[config.mk]
export PLATFORM = sky130hd
export DESIGN_NAME = mc_ctrl_hs
export DESIGN_NICKNAME = d
export VERILOG_FILES = /design/src/rtl/mc_ctrl_hs.sv
export SDC_FILE = /design/constraint.sdc
export NUM_CORES = 1
export LEC_CHECK = 0
export BUFFER_PORTS_ARGS = -buffer_cell sky130_fd_sc_hd__clkbuf_2
export CORE_AREA = 2 2 65 67
export DETAILED_ROUTE_END_ITERATION = 8
export DIE_AREA = 0 0 67 69
export PLACE_DENSITY = 0.7
export RECOVER_POWER = 50
export SYNTH_ARGS = -nofsm -noshare
export SYNTH_HDL_FRONTEND = slang
export SYNTH_SLANG_ARGS = --single-unit
[constraint.sdc]
create_clock -name clk -period 4.03 [get_ports clk]
set_clock_uncertainty 0.05 [all_clocks]
set_input_delay 0.403 -clock clk [delete_from_list [all_inputs] [get_ports clk]]
set_output_delay 0.403 -clock clk [all_outputs]
set_load 0.02 [all_outputs]
[src/rtl/mc_ctrl_hs.sv]
// Multi-cycle MIPS control FSM with imem/dmem ready/req handshakes, bounded wait timeout and traps.
// Optional retired-instruction counter is built when CTRL_PERF_EN is defined.
//
// state  | meaning
// FETCH  | request instruction, load IR and PC+4 when imem_rdy
// DECODE | check opcode/funct against the supported set
// EXEC   | ALU operation, branch/jump PC update, link write for JAL/JALR
// MEM    | data memory access, wait for dmem_rdy
// WB     | register file write (ALU result or load data)
// TRAP   | illegal instruction or memory timeout, held until rst
module mc_ctrl_hs #(
    parameter int TO_W        = 4,
    parameter int MEM_TIMEOUT = 15,
    parameter int CNT_W       = 32
) (
    input  logic             clk,
    input  logic             rst,
    input  logic [5:0]       opcode,
    input  logic [5:0]       funct,
    input  logic             zero,
    input  logic             imem_rdy,
    input  logic             dmem_rdy,
    output logic             imem_req,
    output logic             dmem_req,
    output logic             PCWr,
    output logic [2:0]       npcSel,
    output logic             IRWr,
    output logic             GPRWr,
    output logic             DMWr,
    output logic [3:0]       AluOp,
    output logic             AluBsel,
    output logic [1:0]       GPRsel,
    output logic [1:0]       WDsel,
    output logic [1:0]       ExtOp,
    output logic             bmode,
    output logic             trap,
    output logic [1:0]       trap_cause,
    output logic [CNT_W-1:0] instret
);

    typedef enum logic [2:0] {
        FETCH  = 3'd0,
        DECODE = 3'd1,
        EXEC   = 3'd2,
        MEM    = 3'd3,
        WB     = 3'd4,
        TRAP   = 3'd5
    } state_t;

    localparam logic [TO_W-1:0] TO_MAX = TO_W'(MEM_TIMEOUT);

    state_t          state, state_nx;
    logic [TO_W-1:0] wait_cnt, wait_nx;
    logic [1:0]      cause_nx;

    logic rtype, op_addu, op_subu, op_slt, op_jr, op_jalr;
    logic op_ori, op_lui, op_addi, op_addiu, op_lw, op_lb, op_sw, op_sb;
    logic op_beq, op_bne, op_j, op_jal;
    logic is_ralu, is_ialu, is_load, is_store, is_branch, is_jump, legal;
    logic [3:0] dec_alu;
    logic [1:0] dec_ext, dec_wd;

    assign rtype    = (opcode == 6'h00);
    assign op_addu  = rtype && (funct == 6'h21);
    assign op_subu  = rtype && (funct == 6'h23);
    assign op_slt   = rtype && (funct == 6'h2A);
    assign op_jr    = rtype && (funct == 6'h08);
    assign op_jalr  = rtype && (funct == 6'h09);
    assign op_ori   = (opcode == 6'h0D);
    assign op_lui   = (opcode == 6'h0F);
    assign op_addi  = (opcode == 6'h08);
    assign op_addiu = (opcode == 6'h09);
    assign op_lw    = (opcode == 6'h23);
    assign op_lb    = (opcode == 6'h20);
    assign op_sw    = (opcode == 6'h2B);
    assign op_sb    = (opcode == 6'h28);
    assign op_beq   = (opcode == 6'h04);
    assign op_bne   = (opcode == 6'h05);
    assign op_j     = (opcode == 6'h02);
    assign op_jal   = (opcode == 6'h03);

    assign is_ralu   = op_addu | op_subu | op_slt;
    assign is_ialu   = op_ori | op_lui | op_addi | op_addiu;
    assign is_load   = op_lw | op_lb;
    assign is_store  = op_sw | op_sb;
    assign is_branch = op_beq | op_bne;
    assign is_jump   = op_j | op_jal | op_jr | op_jalr;
    assign legal     = is_ralu | is_ialu | is_load | is_store | is_branch | is_jump;

    always_comb begin
        dec_alu = 4'hF;
        if (op_addu | op_addiu | is_load | is_store | is_jump) dec_alu = 4'h0;
        else if (op_subu | is_branch)                          dec_alu = 4'h1;
        else if (op_ori)                                       dec_alu = 4'h2;
        else if (op_lui)                                       dec_alu = 4'h3;
        else if (op_addi)                                      dec_alu = 4'h5;
        else if (op_slt)                                       dec_alu = 4'h6;

        dec_ext = 2'b11;
        if (op_ori | is_ralu | is_jump)                                 dec_ext = 2'b00;
        else if (op_lui)                                                dec_ext = 2'b10;
        else if (op_addi | op_addiu | is_load | is_store | is_branch)   dec_ext = 2'b01;

        if (is_load)                dec_wd = 2'b01;
        else if (op_jal | op_jalr)  dec_wd = 2'b10;
        else if (legal)             dec_wd = 2'b00;
        else                        dec_wd = 2'b11;
    end

    always_comb begin
        state_nx = state;
        cause_nx = trap_cause;
        imem_req = 1'b0;
        dmem_req = 1'b0;
        PCWr     = 1'b0;
        npcSel   = 3'b000;
        IRWr     = 1'b0;
        GPRWr    = 1'b0;
        DMWr     = 1'b0;
        AluOp    = dec_alu;
        ExtOp    = dec_ext;
        WDsel    = dec_wd;
        GPRsel   = is_ralu ? 2'b01 : ((op_jal | op_jalr) ? 2'b10 : 2'b00);
        AluBsel  = is_ialu | is_load | is_store;
        bmode    = op_lb | op_sb;

        case (state)
            FETCH: begin
                imem_req = 1'b1;
                IRWr     = imem_rdy;
                PCWr     = imem_rdy;
                AluOp    = 4'hF;
                ExtOp    = 2'b11;
                WDsel    = 2'b11;
                GPRsel   = 2'b00;
                AluBsel  = 1'b0;
                bmode    = 1'b0;
                // rdy wins over a timeout reached in the same cycle
                if (imem_rdy) begin
                    state_nx = DECODE;
                end else if (wait_cnt == TO_MAX) begin
                    state_nx = TRAP;
                    cause_nx = 2'b10;
                end
            end
            DECODE: begin
                if (legal) begin
                    state_nx = EXEC;
                end else begin
                    state_nx = TRAP;
                    cause_nx = 2'b01;
                end
            end
            EXEC: begin
                state_nx = FETCH;
                if (is_branch) begin
                    PCWr   = (op_beq & zero) | (op_bne & ~zero);
                    npcSel = 3'b001;
                end else if (op_j | op_jal) begin
                    PCWr   = 1'b1;
                    npcSel = 3'b010;
                end else if (op_jr | op_jalr) begin
                    PCWr   = 1'b1;
                    npcSel = 3'b100;
                end
                GPRWr = op_jal | op_jalr;
                if (is_ralu | is_ialu)       state_nx = WB;
                else if (is_load | is_store) state_nx = MEM;
            end
            MEM: begin
                dmem_req = 1'b1;
                DMWr     = is_store & dmem_rdy;
                if (dmem_rdy) begin
                    state_nx = is_load ? WB : FETCH;
                end else if (wait_cnt == TO_MAX) begin
                    state_nx = TRAP;
                    cause_nx = 2'b11;
                end
            end
            WB: begin
                GPRWr    = 1'b1;
                state_nx = FETCH;
            end
            TRAP: begin
                AluOp   = 4'hF;
                ExtOp   = 2'b11;
                WDsel   = 2'b11;
                AluBsel = 1'b0;
                bmode   = 1'b0;
            end
            default: state_nx = FETCH;
        endcase

        if (rst) begin
            imem_req = 1'b0;
            dmem_req = 1'b0;
            PCWr     = 1'b0;
            IRWr     = 1'b0;
            GPRWr    = 1'b0;
            DMWr     = 1'b0;
        end
    end

    always_comb begin
        wait_nx = wait_cnt;
        if (state_nx != state)
            wait_nx = '0;
        else if (((state == FETCH && !imem_rdy) || (state == MEM && !dmem_rdy)) && wait_cnt != '1)
            wait_nx = wait_cnt + TO_W'(1);
    end

    always_ff @(posedge clk) begin
        if (rst) begin
            state      <= FETCH;
            wait_cnt   <= '0;
            trap       <= 1'b0;
            trap_cause <= 2'b00;
        end else begin
            state      <= state_nx;
            wait_cnt   <= wait_nx;
            trap       <= trap | (state_nx == TRAP);
            trap_cause <= cause_nx;
        end
    end

`ifdef CTRL_PERF_EN
    logic retire;
    assign retire = (state_nx == FETCH) && (state == EXEC || state == MEM || state == WB);

    always_ff @(posedge clk) begin
        if (rst)         instret <= '0;
        else if (retire) instret <= instret + CNT_W'(1);
    end
`else
    assign instret = '0;
`endif

endmodule

# ---- Word-level counts from Yosys, hierarchy flattened
# Cells that the tools add are included.
dict set report word_totals {
  inputBits 17
  ff_bits 10
}
dict set report op_classes {
  n_mux 53
  n_bitwise 39
  n_reduce_logical 17
  n_eq_ne 31
  n_addsub 1
}
# op n
set ops {}
lappend ops {{$eq 6x6->1 const B} 7}
lappend ops {{$eq 6x4->1 const B} 6}
lappend ops {{$or 1x1->1} 35}
lappend ops {{$mux 2} 17}
lappend ops {{$mux 3} 10}
lappend ops {{$mux 4} 7}
lappend ops {{$mux 1} 15}
lappend ops {{$pmux 3 s5} 1}
lappend ops {{$eq 6x2->1 const B} 2}
lappend ops {{$eq 6x3->1 const B} 2}
lappend ops {{$ne 2x2->1 const B} 5}
lappend ops {{$eq 3x3->1 const B} 3}
lappend ops {{$logic_and 1x1->1} 8}
lappend ops {{$eq 3x2->1 const B} 2}
lappend ops {{$logic_not 6->1} 1}
lappend ops {{$pmux 2 s3} 1}
lappend ops {{$reduce_and 6->1} 1}
lappend ops {{$add 4x1->4 const B} 1}
lappend ops {{$eq 4x4->1 const B} 1}
lappend ops {{$ne 4x4->1 const B} 1}
lappend ops {{$pmux 1 s2} 2}
lappend ops {{$reduce_or 2->1} 2}
lappend ops {{$and 1x1->1} 3}
lappend ops {{$eq 3x1->1 const B} 1}
lappend ops {{6 further kinds} 7}

# ---- Depth between registers and ports, before layout
# Gate-level depths: netlist of run 1.
dict set report logic_depth {
  word_depth 13
  ltp_mapped 6
  mapped_depth_nobuf 6
}

# ---- Worst setup path after synthesis of run 1
# OpenSTA, ideal clock, no wires.
dict set report synth_timing {
  kind {in2out}
  start {input port opcode[4]}
  end {output port GPRWr}
  t_required_ns 3.577
  arrival_time_ns 2.103
  setup_slack_ns 1.474
  cell_stages 6
  path_cell_list {buf_6 > or3_4 > nor4b_4 > a32oi_1 > or3b_1 > a211oi_2}
}
dict set report synth_between {
  elab_chain_cells 5
}
# item line
set synth_lines {}
lappend synth_lines {{start: declaration} 18} ;# input logic [5:0] opcode,
lappend synth_lines {{$logic_not 6->1} 63} ;# assign rtype = (opcode == 6'h00);
lappend synth_lines {{$logic_and 1x1->1} 68} ;# assign op_jalr = rtype && (funct == 6'h09);
lappend synth_lines {{$or 1x1->1 (*)} 166} ;# GPRWr = op_jal | op_jalr;
lappend synth_lines {{$pmux 1 s2 (*)} 127} ;# case (state)
lappend synth_lines {{$mux 1 (*)} 194} ;# if (rst) begin
lappend synth_lines {{end: declaration} 28} ;# output logic GPRWr,
# Mark *: on every way between the ends. The rest lies on a longest branch, timed or not.

# ---- Worst setup path in the final report of run 1
dict set report layout_timing {
  start {input port opcode[1]}
  end {output port GPRWr}
}
# The elaborated chain is that of the path after synthesis.

==> out/results.md, run 1 <==
| Result | This run |
|:---|:---|
| Status | finished clean |
| Power density over cell area | 242 nW/um^2 |
| Total of cells resized after clock tree synthesis | 0 |
| Total number of vias | 1507 |
| Die X | 67 microns |
| CTS H-tree lvls | 1 |
| Setup slack of the worst register-to-register path | 2020 ps |
| Number of post-CTS setup repair buffers | 0 |
| Final setup slack of the worst path | 1140 ps |
| Most instantiated cells after synthesis | sky130_fd_sc_hd__buf_4 (32), sky130_fd_sc_hd__a21oi_1 (12), sky130_fd_sc_hd__nor2_1 (12), sky130_fd_sc_hd__nor3_1 (11) |
| Wire length of the first global-routing pass | 5.71 mm |
| Footprint of the multi-input gates | 1130 sq um |
| Number of nets with antenna violations after detailed routing | 0 |
| Critical Path End Type | output pin |
| Final Util | 41.9% |
| Average via count per standard cell | 5.23 |
| Initial core utilization | 39.3% |
| Minimum period implied by the final worst setup slack | 2890 ps |
| TritonCTS clock tree | yes |
| Maximum vdd ir drop | 0.000155 V |
| Clock slew seen by the registers of the worst setup and hold paths | 40 ps |
| Number of warnings issued by yosys | 0 |
| Dominant cell by count in the synthesized netlist | sky130_fd_sc_hd__buf_4 |
| Max Fclk | 346 MHz |
| Residual DRC | 0 |
| Worst setup path endpoint | GPRWr |
| Count of inserted antenna diode cells | 0 |
| Vertical die dimension | 69 microns |
| Number of instances in the synthesized netlist | 209 |
| Startpoint of the worst register-to-register path | state[1]$_SDFF_PP0_ |
| Share of the synthesized area in the top cell type | 15.6% |
| Buffers from clock root to sink, at most | 2 |
| Sum of internal, switching and leakage power | 0.000397 W |
| TritonCTS buffer count | 3 |
| Number of distinct library cells after synthesis | 59 |
| Share of flip-flops with an asynchronous set or reset after synthesis | 0% |
| Largest cells by area after synthesis | sky130_fd_sc_hd__buf_4 (16%), sky130_fd_sc_hd__dfxtp_1 (13%), sky130_fd_sc_hd__a21oi_1 (3.9%), sky130_fd_sc_hd__nor3_1 (3.6%), sky130_fd_sc_hd__nand3b_1 (2.9%) |
| Critical path startpoint | opcode[1] |
| Arrival time of the worst setup path | 2430 ps |
| Combined area of all synthesized cells | 1540 sq um |
| HPWL after DPL | 2.93 mm |
| Required time of the critical path | 3580 ps |
| Type of the most critical hold path | reg -> reg |
| Routed wirelength normalized by instance count | 12.7 microns |
| Leading register cell type out of synthesis | sky130_fd_sc_hd__dfxtp_1 |
| Global-route usage over all layers | 15.3% |
| Placement-stage worst setup slack | 1210 ps |
| Sink count of the clock tree | 10 |
| Final wirelength | 3.67 mm |
| Crit path launch type | input port |
| CTS hold repair buffers | 0 |
| Final critical-path share of the clock period | 71.7% |
| Detailed Routing Iterations Pass 1 | 4 |
| Actual slew at the worst max-slew pin | 732 ps |
| Placer Congestion | 0.834 |
| Critical Setup Path Class | in -> out |
| Setup violation total in the final timing report | 0 |
| Layout overhead on the synthesized area | 6.76% |
| Number of synthesized register bits | 10 |
| Via count of the first global-routing pass | 1237 |
| Max-capacitance violation count | 0 |
| R2r endpoint | trap$_SDFF_PP0_ |
| Library cell with the largest summed area after synthesis | sky130_fd_sc_hd__buf_4 |
| Buffers added on ports | 40 |
| Site Rows | 23 |
| Total area of sequential cells | 200 sq um |
| RSZ-0062 raised after global routing | false |
| Full die area | 4620 sq um |
| TNS Setup | 0 ps |
| Cell at the root of the clock tree | sky130_fd_sc_hd__clkbuf_8 |
| Post-synthesis sequential area ratio | 13.0% |
| Maximum number of pins on one net before global-route repair | 19 |
| Top-level port count | 73 |
| Number of filler instances in the final layout | 438 |
| Synthesized area per cell | 7.35 sq um |
| Static Leakage | 0.664 nW |
| Clock latency on the worst-skew pair | 240 ps |
| Post-layout nets | 258 |
| Final max-slew violation count | 0 |
| Post-synth EDFFs | 0 |
| Worst slew margin relative to its limit | 50.8% |
| Final hold vios | 0 |
| Maximum fanout along the worst path | 13 |
| Number of antenna violations at the first check in global routing | 0 |
| Core Box Area | 3910 sq um |
| DRC marker count from the first detailed-route iteration | 88 |
| Leftover overflow at the end of global routing | 0 |
| Depth of the most critical reg-to-reg path | 5 |
| Fraction of layout cells with a size suffix above 1 | 19.3% |
where the power goes:
group	leakage (nW)	internal, W	switching, W
logic	0.561	0.0000575	0.000115
clock network	0.0216	0.0000651	0.0000364
registers	0.0815	0.000108	0.0000151
total	0.664	0.000230	0.000166
sequential cells by signal, indices dropped and copies added, names as in the netlist:
signal      flops
state           3
trap            1
trap_cause      2
wait_cnt        4
cells in the final DEF (no fill, tap or decap), types with 2 or more instances in the layout:
cell type	instances
sky130_fd_sc_hd__conb_1	32
sky130_fd_sc_hd__clkbuf_2	28
sky130_fd_sc_hd__nor2_1	12
sky130_fd_sc_hd__a21oi_1	12
sky130_fd_sc_hd__clkbuf_1	12
sky130_fd_sc_hd__nor3_1	11
sky130_fd_sc_hd__nand2_1	10
sky130_fd_sc_hd__dfxtp_1	10
sky130_fd_sc_hd__o21ai_0	9
sky130_fd_sc_hd__nand2b_1	7
sky130_fd_sc_hd__nor2b_1	6
sky130_fd_sc_hd__or2_2	6
sky130_fd_sc_hd__nand3b_1	6
sky130_fd_sc_hd__inv_1	5
sky130_fd_sc_hd__nand3_1	4
sky130_fd_sc_hd__a21o_1	4
sky130_fd_sc_hd__o31ai_1	4
sky130_fd_sc_hd__o21a_1	4
sky130_fd_sc_hd__xnor2_1	4
sky130_fd_sc_hd__o32ai_1	3
sky130_fd_sc_hd__and3b_1	3
sky130_fd_sc_hd__clkbuf_8	3
sky130_fd_sc_hd__a31oi_1	2
sky130_fd_sc_hd__mux2i_1	2
sky130_fd_sc_hd__o21bai_1	2
sky130_fd_sc_hd__and3_1	2
sky130_fd_sc_hd__nor4_1	2
sky130_fd_sc_hd__nor4bb_1	2
sky130_fd_sc_hd__nand4_1	2
sky130_fd_sc_hd__xor2_1	2
per-stage QoR:
| step | area, sq um | hold slack, ps | std cells |
|---|---|---|---|
| after global placement | 1610 | 402 | 285 |
| after global routing | 1640 | 451 | 288 |
| after floorplan | 1650 | 464 | 240 |
| after CTS | 1660 | 417 | 288 |
| after detailed placement | 1610 | 410 | 285 |
| final | 1640 | 414 | 288 |
logic make-up (layout without fill, tap and decap cells):
group           after synthesis  in the layout  share of synthesized area (%)
flops                        10             10                           13.0
other cells                   1             32                          0.244
xor+xnor                      6              6                           3.42
buf+inv                      50             48                           20.8
fa+ha+maj                     1              1                          0.814
mux                           2              2                           1.30
simple gates                 82             82                           33.0
compound gates               57             57                           27.4
critical path, cell delays in order:
cell	delay [ps]
sky130_fd_sc_hd__clkbuf_1	220
sky130_fd_sc_hd__or3_1	540
sky130_fd_sc_hd__nor4b_4	330
sky130_fd_sc_hd__a32oi_1	120
sky130_fd_sc_hd__or3b_1	400
sky130_fd_sc_hd__a211oi_2	220
sky130_fd_sc_hd__clkbuf_2	190
worst min-delay path by stage:
stage	from	endpoint	slack (ps)	depth (start not counted)
2_1_floorplan	wait_cnt[1]$_SDFFE_PP0P_	wait_cnt[1]$_SDFFE_PP0P_	460	2
3_3_place_gp	trap_cause[0]$_SDFFE_PP0P_	trap_cause[0]$_SDFFE_PP0P_	400	1
3_5_place_dp	trap$_SDFF_PP0_	trap$_SDFF_PP0_	410	2
4_1_cts	trap$_SDFF_PP0_	trap$_SDFF_PP0_	420	2
5_1_grt	trap_cause[0]$_SDFFE_PP0P_	trap_cause[0]$_SDFFE_PP0P_	450	1
6_report	trap_cause[0]$_SDFFE_PP0P_	trap_cause[0]$_SDFFE_PP0P_	410	1
cell type report:
type	instances	share of cell area, %
timing repair buffer	40	11.3
clock buffer	3	2.52
sequential	10	12.2
inverter	5	1.14
tap	50	3.81
multi-input combinational	180	69.0
per-layer routing:
layer	track usage, %	vias to the layer above	routed length, microns
met5	0	-	0
met4	7.26	0	99
met3	1.31	8	207
met2	24.2	58	1750
met1	20.6	683	1610
li1	-	758	-
Note: power is estimated with default switching activity, not from simulation.
==> run 2: changes to the inputs <==
Settings changed: PLACE_DENSITY 0.7 to 0.72.
Clock period 4.03 ns to 2.6 ns, I/O delays scaled along.
==> run 2 against run 1 <==
Setup slack worse by 980 ps. Register-to-register slack worse by 1500 ps. Non-clock buffer count up 10. Critical endpoint unchanged.
==> out/results.md, run 2 (same netlist as run 1, synthesis figures left out) <==
| Result | This run |
|:---|:---|
| Status | finished clean |
| Net switching power of the design | 0.000263 W |
| Longest individual stage delay on the worst path | 440 ps |
| Placer Congestion | 0.855 |
| Layout overhead on the synthesized area | 11.9% |
| Final max-slew violation count | 0 |
| Share of power burned in combinational logic | 42.1% |
| Arrival time of the worst setup path | 2130 ps |
| Max Fclk | 410 MHz |
| Total number of vias | 1549 |
| Post-layout nets | 268 |
| Initial core utilization | 39.3% |
| Detailed Routing Iterations Pass 1 | 4 |
| Placed instance area | 1690 sq um |
| TNS Setup | 0 ps |
| Worst-path cell chain | clkbuf_2, or3_4, nor4b_4, a32oi_1, or3b_1, a211oi_2, clkbuf_2 |
| Minimum period implied by the final worst setup slack | 2440 ps |
| CP dominant cell by count | sky130_fd_sc_hd__clkbuf_2 |
| Core Box Area | 3910 sq um |
| Via count of the first global-routing pass | 1286 |
| Maximum fanout along the worst path | 7 |
| Static Leakage | 0.718 nW |
| Actual slew at the worst max-slew pin | 551 ps |
| Die X | 67 microns |
| Full die area | 4620 sq um |
| Average via count per standard cell | 5.18 |
| Maximum number of pins on one net before global-route repair | 19 |
| CTS hold repair buffers | 0 |
| Number of flip-flops under the largest register name | 4 |
| Vertical die dimension | 69 microns |
| Routed wirelength normalized by instance count | 13.1 microns |
| Buffers from clock root to sink, at most | 2 |
| Number of standard cells in the layout, taps in and fillers out | 299 |
| Leftover overflow at the end of global routing | 0 |
| TritonCTS buffer count | 3 |
| Cell at the root of the clock tree | sky130_fd_sc_hd__clkbuf_8 |
| TritonCTS clock tree | yes |
| Final hold vios | 0 |
| Setup violation total in the final timing report | 0 |
| Number of filler instances in the final layout | 445 |
| HPWL after DPL | 3.12 mm |
| Count of buffer and inverter cells on the critical path | 2 |
| Critical Setup Path Class | in -> out |
| Final wirelength | 3.92 mm |
| Wire length of the first global-routing pass | 5.94 mm |
| Critical Path End Type | output pin |
| Gate family responsible for the most delay along the worst path | simple AND/OR/NAND/NOR gates |
| Commonest cells after routing, fill and taps aside | sky130_fd_sc_hd__conb_1 (32), sky130_fd_sc_hd__clkbuf_2 (29), sky130_fd_sc_hd__nor2_1 (12), sky130_fd_sc_hd__a21oi_1 (12), sky130_fd_sc_hd__clkbuf_1 (12) |
| Sink count of the clock tree | 10 |
| Fraction of layout cells with a size suffix above 1 | 22.5% |
| Finished layout cell area | 1720 sq um |
| Number of post-CTS setup repair buffers | 0 |
| Maximum vdd ir drop | 0.000288 V |
| Number of nets with antenna violations after detailed routing | 0 |
| Residual DRC | 0 |
| Most common cell after layout, fill and taps aside | sky130_fd_sc_hd__conb_1 |
| Top-level port count | 73 |
| Switching share of power | 39.9% |
| Clock latency on the worst-skew pair | 230 ps |
| Crit path launch type | input port |
| Global-route usage over all layers | 15.8% |
| Cell count after placement | 295 |
| Count of inserted antenna diode cells | 0 |
| Max-capacitance violation count | 0 |
| Power density over cell area | 383 nW/um^2 |
| Crit path max-delay cell type | sky130_fd_sc_hd__or3_4 |
| Final Util | 43.9% |
| RSZ-0062 raised after global routing | false |
| Largest registers | wait_cnt: 4 flops, state: 3 flops, trap_cause: 2 flops |
| Required time of the critical path | 2290 ps |
| Sequential power share | 28.9% |
| Type of the most critical hold path | in -> reg |
| Site Rows | 23 |
| Total of cells resized after clock tree synthesis | 0 |
| Number of antenna violations at the first check in global routing | 0 |
| Clock slew seen by the registers of the worst setup and hold paths | 50 ps |
| CTS H-tree lvls | 1 |
| Internal Pwr Total | 0.000395 W |
| Register with the most flip-flops | wait_cnt |
| Buffers added on ports | 40 |
| DRC marker count from the first detailed-route iteration | 98 |
| Worst slew margin relative to its limit | 63.2% |
| Final critical-path share of the clock period | 93.7% |
| Clock power share | 28.9% |
-- run 2: path summary, 6_finish.rpt --
path,slack [ps],start,to,cells past startpoint
max,160,opcode[3],GPRWr,7
min,340,rst,trap_cause[1]$_SDFFE_PP0P_,2
max reg2reg,570,state[1]$_SDFF_PP0_,trap$_SDFF_PP0_,5
min reg2reg,420,trap$_SDFF_PP0_,trap$_SDFF_PP0_,2
-- run 2: metal layers --
| metal | track usage, % | routed length, microns | vias up |
|---|---|---|---|
| met5 | 0 | 0 | - |
| met4 | 4.99 | 56 | 0 |
| met3 | 1.14 | 216 | 6 |
| met2 | 25.7 | 1840 | 54 |
| met1 | 21.8 | 1810 | 709 |
| li1 | - | - | 780 |
-- run 2: worst register-to-register path, delay by kind of cell (launching register included) --
| kind | cells | cell delay (ps) |
|---|---|---|
| AO/OA/AOI/OAI | 3 | 610 |
| flip-flops | 1 | 640 |
| AND/OR/NAND/NOR | 2 | 650 |
-- run 2: area by class of cell --
class | count | area [sq um] | share of cell area, %
multi-input combinational | 180 | 1120 | 65.4
inverter | 5 | 18.8 | 1.09
timing repair buffer | 50 | 258 | 15.0
clock buffer | 4 | 55.1 | 3.20
tap | 50 | 62.6 | 3.64
sequential | 10 | 200 | 11.6
-- run 2: power by group through the flow --
stage	clock, W	combinational, W	sequential [W]
after CTS	0.000195	0.000281	0.000190
after detailed placement	0	0.000280	0.000193
after floorplan	0	0.000253	0.000183
after global routing	0.000206	0.000303	0.000193
after global placement	0	0.000276	0.000192
final	0.000190	0.000277	0.000190
-- run 2: stage by stage --
| step | hold WS, ps | power, W | setup slack (ps) |
|---|---|---|---|
| floorplan | 442 | 0.000437 | 330 |
| CTS | 331 | 0.000666 | 165 |
| global placement | 402 | 0.000468 | 202 |
| detailed placement | 411 | 0.000473 | 173 |
| global route | 343 | 0.000703 | 49.0 |
| finish | 336 | 0.000658 | 163 |
==> run 3: changes to the inputs <==
Settings changed: PLACE_DENSITY 0.72 to 0.81, SKIP_LAST_GASP set to 1.
==> run 3 against run 2 <==
Design area is 0.22% lower. Clock power is 3% higher. Sequential cell count stayed put. Total power is 0.40% higher. Combinational power hardly changed. Critical path depth stayed put. Setup slack better by 16 ps. Wire length is 4.3% lower. Largest cell class unchanged.
==> out/results.md, run 3 (same netlist as run 1, synthesis figures left out) <==
| Result | This run |
|:---|:---|
| Critical Setup Path Class | in -> out |
| Vertical die dimension | 69 microns |
| Buffers from clock root to sink, at most | 2 |
| Clock slew seen by the registers of the worst setup and hold paths | 50 ps |
| Number of nets with antenna violations after detailed routing | 0 |
| Buffers added on ports | 40 |
| Maximum vdd ir drop | 0.000327 V |
| Status | finished clean |
| Required time of the critical path | 2290 ps |
| Worst slew margin relative to its limit | 61.8% |
| Top-level port count | 73 |
| Leftover overflow at the end of global routing | 0 |
| Critical path startpoint | opcode[4] |
| Final hold vios | 0 |
| Number of antenna violations at the first check in global routing | 0 |
| Post-layout nets | 266 |
| TNS Setup | 0 ps |
| Sink count of the clock tree | 10 |
| Average via count per standard cell | 5.20 |
| DRC marker count from the first detailed-route iteration | 93 |
| Final max-slew violation count | 0 |
| Residual DRC | 0 |
| TritonCTS buffer count | 3 |
| Fraction of layout cells with a size suffix above 1 | 22.7% |
| Global-route usage over all layers | 15.3% |
| Actual slew at the worst max-slew pin | 573 ps |
| CTS H-tree lvls | 1 |
| Site Rows | 23 |
| Type of the most critical hold path | in -> reg |
| Placer Congestion | 0.898 |
| Arrival time of the worst setup path | 2110 ps |
| HPWL after DPL | 3.05 mm |
| Startpoint of the worst register-to-register path | state[1]$_SDFF_PP0_ |
| Max-capacitance violation count | 0 |
| Routed wirelength normalized by instance count | 12.6 microns |
| Largest registers | wait_cnt: 4 flops, state: 3 flops, trap_cause: 2 flops |
| Minimum period implied by the final worst setup slack | 2420 ps |
| Commonest cells after routing, fill and taps aside | sky130_fd_sc_hd__conb_1 (32), sky130_fd_sc_hd__clkbuf_2 (29), sky130_fd_sc_hd__nor2_1 (12), sky130_fd_sc_hd__a21oi_1 (12) |
| TritonCTS clock tree | yes |
| Cell at the root of the clock tree | sky130_fd_sc_hd__clkbuf_8 |
| Die X | 67 microns |
| Full die area | 4620 sq um |
| Clock latency on the worst-skew pair | 240 ps |
| Static Leakage | 0.714 nW |
| Via count of the first global-routing pass | 1252 |
| Critical Path End Type | output pin |
| Register with the most flip-flops | wait_cnt |
| Cell count after placement | 293 |
| CTS hold repair buffers | 0 |
| Number of filler instances in the final layout | 448 |
| Layout overhead on the synthesized area | 11.6% |
| Initial core utilization | 39.3% |
| RSZ-0062 raised after global routing | false |
| Number of flip-flops under the largest register name | 4 |
| Most common cell after layout, fill and taps aside | sky130_fd_sc_hd__conb_1 |
| Power density over cell area | 385 nW/um^2 |
| Total of cells resized after clock tree synthesis | 0 |
| Number of standard cells in the layout, taps in and fillers out | 297 |
| Maximum fanout along the worst path | 9 |
| Crit path launch type | input port |
| Final wirelength | 3.75 mm |
| Final critical-path share of the clock period | 93.1% |
| Core Box Area | 3910 sq um |
| Final Hold Slack | 331 ps |
| Final Util | 43.8% |
| Count of inserted antenna diode cells | 0 |
| Wire length of the first global-routing pass | 5.71 mm |
| Maximum number of pins on one net before global-route repair | 19 |
| Detailed Routing Iterations Pass 1 | 4 |
| Setup violation total in the final timing report | 0 |
| Min-delay src | rst |
| Total number of vias | 1545 |
| Max Fclk | 413 MHz |
| Number of post-CTS setup repair buffers | 0 |
==> run 3: changes by cell type in the layout (fill, tap and decap cells not counted), sizes merged <==
cell,before,now
clkbuf,45,44
buf,9,8
==> run 3: critical path, cell delays in order <==
cell and delay [ps]:
sky130_fd_sc_hd__clkbuf_2 170, sky130_fd_sc_hd__or3_4 430, sky130_fd_sc_hd__nor4b_4 320, sky130_fd_sc_hd__a32oi_1 130
sky130_fd_sc_hd__or3b_1 390, sky130_fd_sc_hd__a211oi_2 220, sky130_fd_sc_hd__clkbuf_2 200
==> run 3: per-stage QoR <==
step	power [W]	setup slack (ps)	instance area, sq um
after floorplan	0.000437	330	1650
after global placement	0.000463	219	1670
after detailed placement	0.000470	179	1670
after CTS	0.000667	177	1730
after global routing	0.000698	90.6	1720
final	0.000660	179	1720
==> run 3: power breakdown <==
part	internal [W]	switching (W)
Sequential	0.000167	0.0000241
Clock	0.000133	0.0000619
Combinational	0.0000957	0.000179
==> run 3: final timing paths <==
kind | endpoint | slack (ps) | cells past startpoint
max | GPRWr | 180 | 7
min | trap_cause[1]$_SDFFE_PP0P_ | 330 | 2
max reg2reg | trap$_SDFF_PP0_ | 590 | 5
min reg2reg | trap_cause[0]$_SDFFE_PP0P_ | 410 | 1
==> run 3: layout make-up <==
type | count | area [sq um] | share of cell area (%)
sequential | 10 | 200 | 11.7
multi-input combinational | 180 | 1130 | 66.0
inverter | 5 | 18.8 | 1.09
tap | 50 | 62.6 | 3.65
timing repair buffer | 48 | 246 | 14.4
clock buffer | 4 | 55.1 | 3.21
==> run 3: routing by layer <==
metal / track usage (%) / vias to the layer above / wire length [microns]
met1: 21.0 / 710 / 1650
met2: 24.4 / 50 / 1820
met4: 5.67 / 0 / 59
met3: 1.47 / 7 / 218
li1: - / 778 / -
met5: 0 / - / 0
